--- config.mk ---
export PLATFORM = sky130hd
export DESIGN_NAME = lz77_enc_ctrl
export DESIGN_NICKNAME = d
export VERILOG_FILES = /design/src/rtl/lz77_enc_ctrl.sv
export SDC_FILE = /design/constraint.sdc
export NUM_CORES = 1
export LEC_CHECK = 0
export CORE_MARGIN = 3
export CORE_UTILIZATION = 39
export CTS_CLUSTER_SIZE = 16
export DETAILED_ROUTE_END_ITERATION = 7
export DONT_BUFFER_PORTS = 1
export HOLD_SLACK_MARGIN = 0.02
export MAX_ROUTING_LAYER = met4
export PLACE_DENSITY = 0.52
export SETUP_SLACK_MARGIN = 0.5
export SLEW_MARGIN = 20
export SYNTH_ARGS = -nofsm -noshare
export SYNTH_HDL_FRONTEND = slang
export SYNTH_SLANG_ARGS = --single-unit
export TNS_END_PERCENT = 10
--- constraint.sdc ---
create_clock -name clk -period 3.9 [get_ports clk]
set_clock_uncertainty 0.1 [all_clocks]
set_input_delay 0.78 -clock clk [delete_from_list [all_inputs] [get_ports clk]]
set_output_delay 0.78 -clock clk [all_outputs]
set_load 0.03 [all_outputs]
--- src/rtl/lz77_enc_ctrl.sv ---
// LZ77 encoder frame controller: streams one frame of characters from ROM into the
// encoder and buffers its tokens in a small FIFO. Optional statistics under LZ77_CTRL_STATS_EN.
module lz77_enc_ctrl #(
  parameter int NCHAR      = 8192,
  parameter int FIFO_DEPTH = 4
) (
  input  logic        clk,
  input  logic        reset,
  input  logic        start,
  output logic        rom_rd,
  output logic [12:0] rom_addr,
  input  logic [7:0]  rom_data,
  output logic        enc_rst,
  output logic [7:0]  enc_chardata,
  input  logic        enc_valid,
  input  logic        enc_finish,
  input  logic [4:0]  enc_offset,
  input  logic [4:0]  enc_match_len,
  input  logic [7:0]  enc_char_nxt,
  output logic        tok_valid,
  input  logic        tok_ready,
  output logic [4:0]  tok_offset,
  output logic [4:0]  tok_len,
  output logic [7:0]  tok_char,
  output logic        tok_last,
  output logic        busy,
  output logic        done,
  output logic        overflow
`ifdef LZ77_CTRL_STATS_EN
  ,
  output logic [13:0] stat_tokens,
  output logic [13:0] stat_literals
`endif
);

  localparam int PW = $clog2(FIFO_DEPTH);
  localparam int CW = PW + 1;
  localparam logic [12:0]   LAST_ADDR = 13'(NCHAR - 1);
  localparam logic [CW-1:0] FULL_CNT  = CW'(FIFO_DEPTH);
  localparam logic [7:0]    END_CHAR  = 8'h24;

  typedef enum logic [2:0] {IDLE, LOAD, ENCODE, DRAIN, DONE} state_t;

  typedef struct packed {
    logic [4:0] offset;
    logic [4:0] len;
    logic [7:0] chr;
    logic       last;
  } tok_t;

  state_t        state_q, state_d;
  logic [12:0]   addr_q, addr_d;
  logic          enc_rst_q, enc_rst_d;
  logic          overflow_q;
  logic [PW-1:0] wr_ptr_q, rd_ptr_q;
  logic [CW-1:0] count_q;
  tok_t          mem_q [FIFO_DEPTH];
  tok_t          push_tok, head;

  logic accept_start, push_req, pop, full, push_ok, drop;

  assign accept_start = (state_q == IDLE) && start;
  assign push_req     = (state_q == ENCODE) && enc_valid;
  assign tok_valid    = (count_q != '0);
  assign pop          = tok_valid && tok_ready;
  assign full         = (count_q == FULL_CNT);
  assign push_ok      = push_req && (!full || pop);
  assign drop         = push_req && full && !pop;

  assign push_tok = '{offset: enc_offset, len: enc_match_len, chr: enc_char_nxt,
                      last: (enc_char_nxt == END_CHAR)};

  // NOTE: every variable gets a default first so no path through the case infers a latch.
  always_comb begin
    state_d = state_q;
    addr_d  = addr_q;
    unique case (state_q)
      IDLE: begin
        addr_d = '0;
        if (start) state_d = LOAD;
      end
      LOAD: begin
        if (addr_q == LAST_ADDR) begin
          state_d = ENCODE;
          addr_d  = '0;
        end else begin
          addr_d = addr_q + 13'd1;
        end
      end
      ENCODE: if (enc_finish) state_d = DRAIN;
      DRAIN:  if (count_q == '0) state_d = DONE;
      DONE:   state_d = IDLE;
      default: state_d = IDLE;
    endcase
    // Released after the first LOAD cycle so the first encoder edge sees byte 0.
    enc_rst_d = !((state_q == LOAD) || (state_q == ENCODE && state_d == ENCODE));
  end

  // NOTE: sequential state uses non-blocking assignments so all registers update together.
  always_ff @(posedge clk or posedge reset) begin
    if (reset) begin
      state_q   <= IDLE;
      addr_q    <= '0;
      enc_rst_q <= 1'b1;
    end else begin
      state_q   <= state_d;
      addr_q    <= addr_d;
      enc_rst_q <= enc_rst_d;
    end
  end

  always_ff @(posedge clk or posedge reset) begin
    if (reset) begin
      wr_ptr_q   <= '0;
      rd_ptr_q   <= '0;
      count_q    <= '0;
      overflow_q <= 1'b0;
    end else if (accept_start) begin
      wr_ptr_q   <= '0;
      rd_ptr_q   <= '0;
      count_q    <= '0;
      overflow_q <= 1'b0;
    end else begin
      if (push_ok) wr_ptr_q <= wr_ptr_q + 1'b1;
      if (pop)     rd_ptr_q <= rd_ptr_q + 1'b1;
      if (push_ok && !pop)      count_q <= count_q + 1'b1;
      else if (!push_ok && pop) count_q <= count_q - 1'b1;
      if (drop) overflow_q <= 1'b1;
    end
  end

  // NOTE: token storage is not reset; the outputs are gated by tok_valid so stale entries never show.
  always_ff @(posedge clk) begin
    if (push_ok) mem_q[wr_ptr_q] <= push_tok;
  end

  assign head         = mem_q[rd_ptr_q];
  assign tok_offset   = tok_valid ? head.offset : '0;
  assign tok_len      = tok_valid ? head.len    : '0;
  assign tok_char     = tok_valid ? head.chr    : '0;
  assign tok_last     = tok_valid ? head.last   : 1'b0;

  assign rom_rd       = (state_q == LOAD);
  assign rom_addr     = addr_q;
  assign enc_rst      = enc_rst_q;
  assign enc_chardata = rom_data;
  assign busy         = (state_q == LOAD) || (state_q == ENCODE) || (state_q == DRAIN);
  assign done         = (state_q == DONE);
  assign overflow     = overflow_q;

`ifdef LZ77_CTRL_STATS_EN
  logic [13:0] stat_tok_q, stat_lit_q;

  always_ff @(posedge clk or posedge reset) begin
    if (reset) begin
      stat_tok_q <= '0;
      stat_lit_q <= '0;
    end else if (accept_start) begin
      stat_tok_q <= '0;
      stat_lit_q <= '0;
    end else if (push_ok) begin
      if (stat_tok_q != '1) stat_tok_q <= stat_tok_q + 14'd1;
      if (enc_match_len == '0 && stat_lit_q != '1) stat_lit_q <= stat_lit_q + 14'd1;
    end
  end

  assign stat_tokens   = stat_tok_q;
  assign stat_literals = stat_lit_q;
`endif

endmodule

* Word level (Yosys, flattened, before mapping)
Memories as Yosys holds them, arrays and structs flattened. Index checks and enable logic that the tools add are counted.
Storage, ports and cells: register bits after elaboration 25, bits in writable memories 76, input port bits 32, output and inout port bits 46, word-level logic and storage cells 68, memories 1
Operators by class: add/sub/neg operators 5, equality and inequality tests 8, muxes and demuxes 22, reductions and logical operators 25
Memories:
- mem_q | depth 4, width 19, rd ports 1, clocked after Yosys merged registers in 0, write ports 1, line 57 | tok_t mem_q [FIFO_DEPTH];
Operators with widths (count):
- one-hot mux 13 bit (2 select lines) | 1
- two-way mux 3 bit | 7
- adder 13 x 1 -> 13 bit, second input constant | 1
- == test 13 bit, second input constant | 1
- two-way mux 13 bit | 1
- one-hot mux 3 bit (4 select lines) | 1
- two-way mux 5 bit | 2
- == test 3 x 2 -> 1 bit, second input constant | 3
- logical AND 1 bit | 9
- == test 8 x 6 -> 1 bit, second input constant | 1
- two-way mux 2 bit | 4
- two-way mux 8 bit | 1
- nonzero test 2 bit | 4
- == test 3 bit, second input constant | 2
- logical NOT 3 bit | 2
- nonzero test 3 bit | 2
- two-way mux 1 bit | 5
- adder 2 x 1 -> 2 bit, second input constant | 2
- logical NOT 1 bit | 4
- logical OR 1 bit | 4
- adder 3 x 1 -> 3 bit, second input constant | 1
- == test 3 x 1 -> 1 bit, second input constant | 1
- subtractor 3 x 1 -> 3 bit, second input constant | 1

* Longest topological paths before layout
Gate-level depths: netlist (run 1).
depth in word-level cells 9, depth in mapped cells 8

* Least setup slack after synthesis (run 1)
Ideal clock, no wire load.
kind input -> register, start input enc_valid, end register count_q[2], library setup time 0.151 ns, arrival time 2.232 ns, required time 3.649 ns, path slack 1.418 ns, cell stages on the path 7, buffers on the path 1, cells stage by stage nand4bb_1 clkbuf_1 a21oi_1 fa_1 or3_1 a31oi_1 a21oi_1
On the way: cells in the longest elaborated chain, start to end 5
RTL lines:
- start: declaration | line 15 | input logic enc_valid,
- logical AND 1 bit (*) | line 63 | assign push_req = (state_q == ENCODE) && enc_valid;
- logical AND 1 bit (*) | line 67 | assign push_ok = push_req && (!full || pop);
- logical AND 1 bit / logical NOT 1 bit (equally long branches) | line 126, 127
- two-way mux 3 bit / logical AND 1 bit (equally long branches) | line 126, 127
- two-way mux 3 bit / nonzero test 3 bit (equally long branches)
- end signal: assignment | line 126 | if (push_ok && !pop) count_q <= count_q + 1'b1;
- end signal: assignment | line 127 | else if (!push_ok && pop) count_q <= count_q - 1'b1;
- end: declaration | line 56 | logic [CW-1:0] count_q;
Mark *: on every way between the ends. The rest lies on a longest branch, timed or not. A chain may end at the register's enable or synchronous reset.

* Worst setup path in the final report (run 1)
start register rd_ptr_q[1], end output tok_char[1]
On the way: cells in the longest elaborated chain, start to end 2
RTL lines:
- start: declaration | line 55 | logic [PW-1:0] wr_ptr_q, rd_ptr_q;
- start signal: assignment | line 125 | if (pop) rd_ptr_q <= rd_ptr_q + 1'b1;
- memory (4 x 19 bit)
- two-way mux 8 bit | line 140 | assign tok_char = tok_valid ? head.chr : '0;
- end: declaration | line 24 | output logic [7:0] tok_char,
Every way passes these cells.

==> run summary, run 1 <==
TNS Setup: 0 ns
Fraction of registers with async set/reset: 24.8%
Max VDD drop: 259 uV
Number of global-route vias before repair: 2445
Synthesized netlist cell count: 293
Worst-path clk slew: 0.08 ns
Hold buffer count at CTS: 0
Required @ worst endpoint: 3.02 ns
# rows: 38
GPL Wtd Cong: 0.746
Slew Limit Fails: 0
Clock Latency Late Sink: 0.35 ns
Clk root buf: clkbuf_16
Pin count of the biggest net entering global routing: 26
Die X: 112 microns
Floorplan core area: 11000 sq um
Post-synth top area share: 51.6%
Dominant cell type by area after synthesis: edfxtp_1
Crit path max fanout: 15
Min Clock Period, post-route: 2.95 ns
First-pass GRT wire length: 13400 microns
Relative slew slack: 48.8%
Seq/Total Area, Yosys: 65.8%
Area of the mapped netlist: 4420 sq um
Syn-to-layout area delta: 8.97%
IO Count: 78
CTS Buf Count: 9
Post-synth net total: 331
I/O Buffers: 0
Share of cells above drive strength 1: 17.4%
Worst-margin pin slew: 0.768 ns
Number of remaining DRC errors: 0
FMAX: 0.339 GHz
Syn Area/Cell: 15.1 sq um
Full die area: 12700 sq um
Nets: 326
Die Y-Extent: 112 microns
Stages on the worst setup path: 3
Post-synthesis cell type count: 52
Most common cell after layout, fill and taps aside: edfxtp_1
Num Clock Sinks: 101
CP max stage cell: dfrtp_1
Final Hold Fails: 0
CP cell instances: buf_4 -> mux4_2 -> and2_1
WS Path Type: register to output pin
Yosys reg bits: 101
Worst path max stage delay: 0.84 ns
Via count: 2305
FF-to-FF path depth: 8
LEAKAGE: 0.00169 uW
Most frequent cells in the layout: 76 x edfxtp_1, 24 x and2_1, 24 x dfrtp_1
Routing usage on met1: 17.7%
ANT cells: 0
Post-route ant nets: 0
Total power: 2040 uW
Met2 Use GR: 22.0%
Clk buf depth: 2
Antenna violations before repair: 0
Setup bufs post-CTS: 0
Final period utilization: 75.6%
Met3 Use GR: 6.04%
Most area-consuming cells after synthesis: edfxtp_1 52%, dfrtp_1 14%, mux4_2 9.7%, and2_1 3.4%, ha_1 1.4%
Ys Warns: 0
Final Util: 43.9%
Worst hold-check path type: input port to async pin
WL per Instance: 19.0 microns
Reg-to-reg slack, setup: 1.24 ns
Drt via density: 5.32
Post-synth EDFFs: 76
Status: finished, final reports clean
Gr busiest metal: met2
Congestion Overflow GR: 0
Initial DRC Count: 184
CP Capture Type: output pin
Fillers: 977
WL final: 8230 microns
Setup violations, final: 0
CP top delay family: flip-flops
Power per cell area: 423 nW/um^2
Crit path buf inv count: 1
Post-DP HPWL: 5430 microns
H-tree levels: 3
TritonRoute pass-1 iters: 4
Initial Util: 40.3%
Max Cap Viol: 0
RSZ-0062 raised after global routing: false
GR Util All Layers: 14.4%
CTS tree: done
Top FF cell, synth: edfxtp_1
CP Launch Type: register
Post-cts gate resize count: 0
WP data arrival: 2.07 ns
==> kinds of logic after synthesis <==
| group | synth area share, % |
|---|---|
| buffers and inverters | 3.65 |
| multiplexers | 10.6 |
| adder cells (fa/ha/maj) | 1.87 |
| AO/OA/AOI/OAI | 4.56 |
| flip-flops | 65.8 |
| XOR/XNOR | 1.39 |
| AND/OR/NAND/NOR | 12.1 |
==> state kept, by name, summed over array words and instances (netlist names) <==
name / count
mem_q: 76
wr_ptr_q: 2
enc_rst: 1
rd_ptr_q: 2
count_q: 3
rom_addr: 13
state_q: 3
overflow: 1
==> stage by stage <==
step | area (sq um) | cells | setup slack, ns | hold slack (ns)
global route | 4820 | 433 | 0.818 | 0.299
detailed placement | 4530 | 417 | 1.16 | 0.495
CTS | 4820 | 433 | 0.886 | 0.404
floorplan | 4420 | 293 | 1.42 | 0.444
global placement | 4530 | 417 | 1.21 | 0.489
finish | 4820 | 433 | 0.953 | 0.259
==> Yosys cell counts (2+ instances only) <==
cell type,number
a21oi_1,5
a31oi_1,3
buf_4,8
nor4b_1,2
o21a_1,2
and3_1,4
edfxtp_1,76
xor2_1,5
clkbuf_1,10
xnor2_1,2
o21bai_1,2
buf_2,6
nand4_1,4
nand2_1,16
dfrtp_1,24
nor2b_1,3
inv_1,9
o21ai_0,7
and2_1,24
and4_1,2
nor2_1,10
nor4_1,2
ha_1,5
nor3_1,7
mux4_2,19
nand3_1,7
mux2i_1,3
o21ai_1,2
==> cell type report <==
type / instances / area (sq um) / share of cell area, %
Inverter: 9 / 33.8 / 0.701
Multi-Input combinational cell: 159 / 1350 / 28.0
Timing Repair Buffer: 8 / 60.1 / 1.25
Clock inverter: 6 / 60.1 / 1.25
Sequential cell: 101 / 2910 / 60.4
Clock buffer: 10 / 229 / 4.75
Tap cell: 140 / 175 / 3.64
==> per-layer routing <==
metal	wire (microns)	share of wire, %
met5	0	0
met4	57	0.69
met1	3600	44
met2	4040	49
met3	527	6.4
==> worst paths after layout <==
kind                                 start          end
max in group asynchronous            reset  wr_ptr_q[0]
min reg2reg                     count_q[2]   count_q[2]
min in group clk           enc_char_nxt[2]  mem_q[1][3]
max                            rd_ptr_q[1]  tok_char[1]
min                                  reset   state_q[1]
max reg2reg                     count_q[0]   count_q[2]
==> worst register-to-register path, delay by kind of cell, from the launching register on <==
kind | cells | cell delay [ns]
AOI/OAI and AO/OA | 3 | 0.44
adders and majority gates | 1 | 0.45
buffers and inverters | 2 | 0.57
DFF | 1 | 0.48
and+or+nand+nor | 2 | 0.49
==> where the power goes <==
part / switching, uW / total, uW / leakage (uW) / internal, uW
registers: 0 / 1160 / 0.00100 / 1160
clock network: 421 / 874 / 0.000143 / 453
logic: 5.83 / 7.27 / 0.000543 / 1.44
Power figures use the tool's default switching activity.
==> inputs of run 2 (changes only) <==
--- a/config.mk
+++ b/config.mk
@@ -12,7 +12,7 @@
 export DONT_BUFFER_PORTS = 1
 export HOLD_SLACK_MARGIN = 0.02
 export MAX_ROUTING_LAYER = met4
-export PLACE_DENSITY = 0.52
+export PLACE_DENSITY = 0.54
 export SETUP_SLACK_MARGIN = 0.5
 export SLEW_MARGIN = 20
 export SYNTH_ARGS = -nofsm -noshare
==> constraint.sdc (replaced) <==
create_clock -name clk -period 2.4 [get_ports clk]
set_clock_uncertainty 0.1 [all_clocks]
set_input_delay 0.48 -clock clk [delete_from_list [all_inputs] [get_ports clk]]
set_output_delay 0.48 -clock clk [all_outputs]
set_load 0.03 [all_outputs]
==> run 2 against run 1 <==
  * Count of clock-buffer cells in the layout shrank 1
  * Worst hold slack lost 0.13 ns
  * Sequential power grew 62%
  * Via count grew 8.3%
  * Flip-flop and latch count is the same
  * Die area is the same
  * Clock power grew 49%
  * Cell count grew 8.8%
  * Sequential share of layout area shrank 5.3 points
  * Critical path depth grew 1
  * Register-to-register slack lost 0.89 ns
  * Non-clock buffer count grew 38
  * Critical path type unchanged
  * Critical endpoint is now tok_len[2]
  * Highest routed layer unchanged
==> run summary, run 2 (synthesized netlist as in run 1, its figures left out) <==
Number of global-route vias before repair: 2548
Biggest register: mem_q
Clock Latency Late Sink: 0.34 ns
Post-DP HPWL: 5830 microns
FMAX: 0.437 GHz
Num Clock Sinks: 101
First-pass GRT wire length: 14000 microns
Most common cell after layout, fill and taps aside: edfxtp_1
H-tree levels: 3
CP Launch Type: register
Worst hold-check path type: input port to register
WP data arrival: 1.71 ns
Clk buf depth: 2
Max reg flops: 76
Initial DRC Count: 114
Setup violations, final: 0
Die Y-Extent: 112 microns
GR Util All Layers: 15.0%
Most frequent cells in the layout: 76 x edfxtp_1, 33 x buf_4, 22 x dfrtp_1
Slew Limit Fails: 0
Congestion Overflow GR: 0
Antenna violations before repair: 0
CP Capture Type: output pin
GPL Wtd Cong: 0.790
Final period utilization: 95.4%
Number of remaining DRC errors: 0
Via count: 2496
Status: finished, final reports clean
WL final: 8810 microns
Post-route setup slack: 0.110 ns
Pin count of the biggest net entering global routing: 26
Power per cell area: 604 nW/um^2
Clk root buf: clkbuf_16
Die X: 112 microns
Min Clock Period, post-route: 2.29 ns
Final Hold Fails: 0
Max Cap Viol: 0
Floorplan core area: 11000 sq um
Post-route ant nets: 0
Worst-path clk slew: 0.07 ns
Full die area: 12700 sq um
Relative slew slack: 63.7%
Initial Util: 40.3%
Share of cells above drive strength 1: 33.5%
LEAKAGE: 0.00195 uW
Max VDD drop: 572 uV
TritonRoute pass-1 iters: 4
IO Count: 78
Worst slack, placed: 0.352 ns
WS Path Type: register to output pin
Worst-margin pin slew: 0.542 ns
Crit path max fanout: 5
# rows: 38
ANT cells: 0
I/O Buffers: 0
CTS Buf Count: 9
WL per Instance: 18.7 microns
CTS tree: done
Required @ worst endpoint: 1.82 ns
Drt via density: 5.30
Nets: 364
TNS Setup: 0 ns
Syn-to-layout area delta: 19.5%
RSZ-0062 raised after global routing: true
run 2: worst paths after layout:
| check | startpoint | to | slack, ns | cells past startpoint |
|---|---|---|---|---|
| worst max register to register | state_q[0] | mem_q[2][14] | 0.35 | 5 |
| worst max-delay path | rd_ptr_q[0] | tok_len[2] | 0.11 | 4 |
| min in group asynchronous | reset | rom_addr[9] | 0.54 | 3 |
| max in group asynchronous | reset | enc_rst | 1.36 | 3 |
| worst min-delay path | enc_char_nxt[2] | mem_q[2][3] | 0.13 | 0 |
| worst min register to register | state_q[2] | state_q[1] | 0.50 | 2 |
run 2: critical path: stages (launching register included):
cell     delay (ns)
dfrtp_2        0.39
buf_12         0.13
buf_12         0.12
mux4_2         0.52
and2_4         0.21
run 2: report_power, final:
group	total, uW	switching [uW]	internal, uW
Combinational	14.2	9.78	4.44
Sequential	1880	0	1880
Clock	1300	600	697
run 2: timing repair:
| item | 4_1_cts | 5_1_grt |
|---|---|---|
| cloned | 2 | 0 |
| setup buffers | 3 | 6 |
| endpoints found under the hold margin | 24 | 0 |
| hold buffers | 1 | 0 |
| resized for setup | 48 | 10 |
| endpoints found under the setup margin | 103 | 114 |
run 2: final cells by class:
class                      count  area, sq um
inverter                       9         33.8
clock buffer                   9          225
sequential                   101         2910
clock inverter                 7         40.0
multi-input combinational    159         1420
tap                          140          175
fill                         938         5700
timing repair buffer          46          473
run 2: metrics by stage:
stage	power, uW	util (%)	instances	area (sq um)	hold slack (ns)
6_report	3190	48.1	471	5280	0.133
2_1_floorplan	1950	-	293	4440	0.407
3_3_place_gp	1930	43.3	443	4750	0.359
5_1_grt	3320	48.1	471	5280	0.108
3_5_place_dp	1930	43.3	443	4750	0.355
4_1_cts	3230	47.3	465	5200	0.117
run 2: layer usage:
layer | global-route usage [%] | vias up | part of all wire, %
li1 | - | 1160 | -
met1 | 18.0 | 1272 | 42
met2 | 23.4 | 56 | 49
met3 | 6.85 | 8 | 7.6
met4 | 3.69 | 0 | 1.1
met5 | - | - | 0
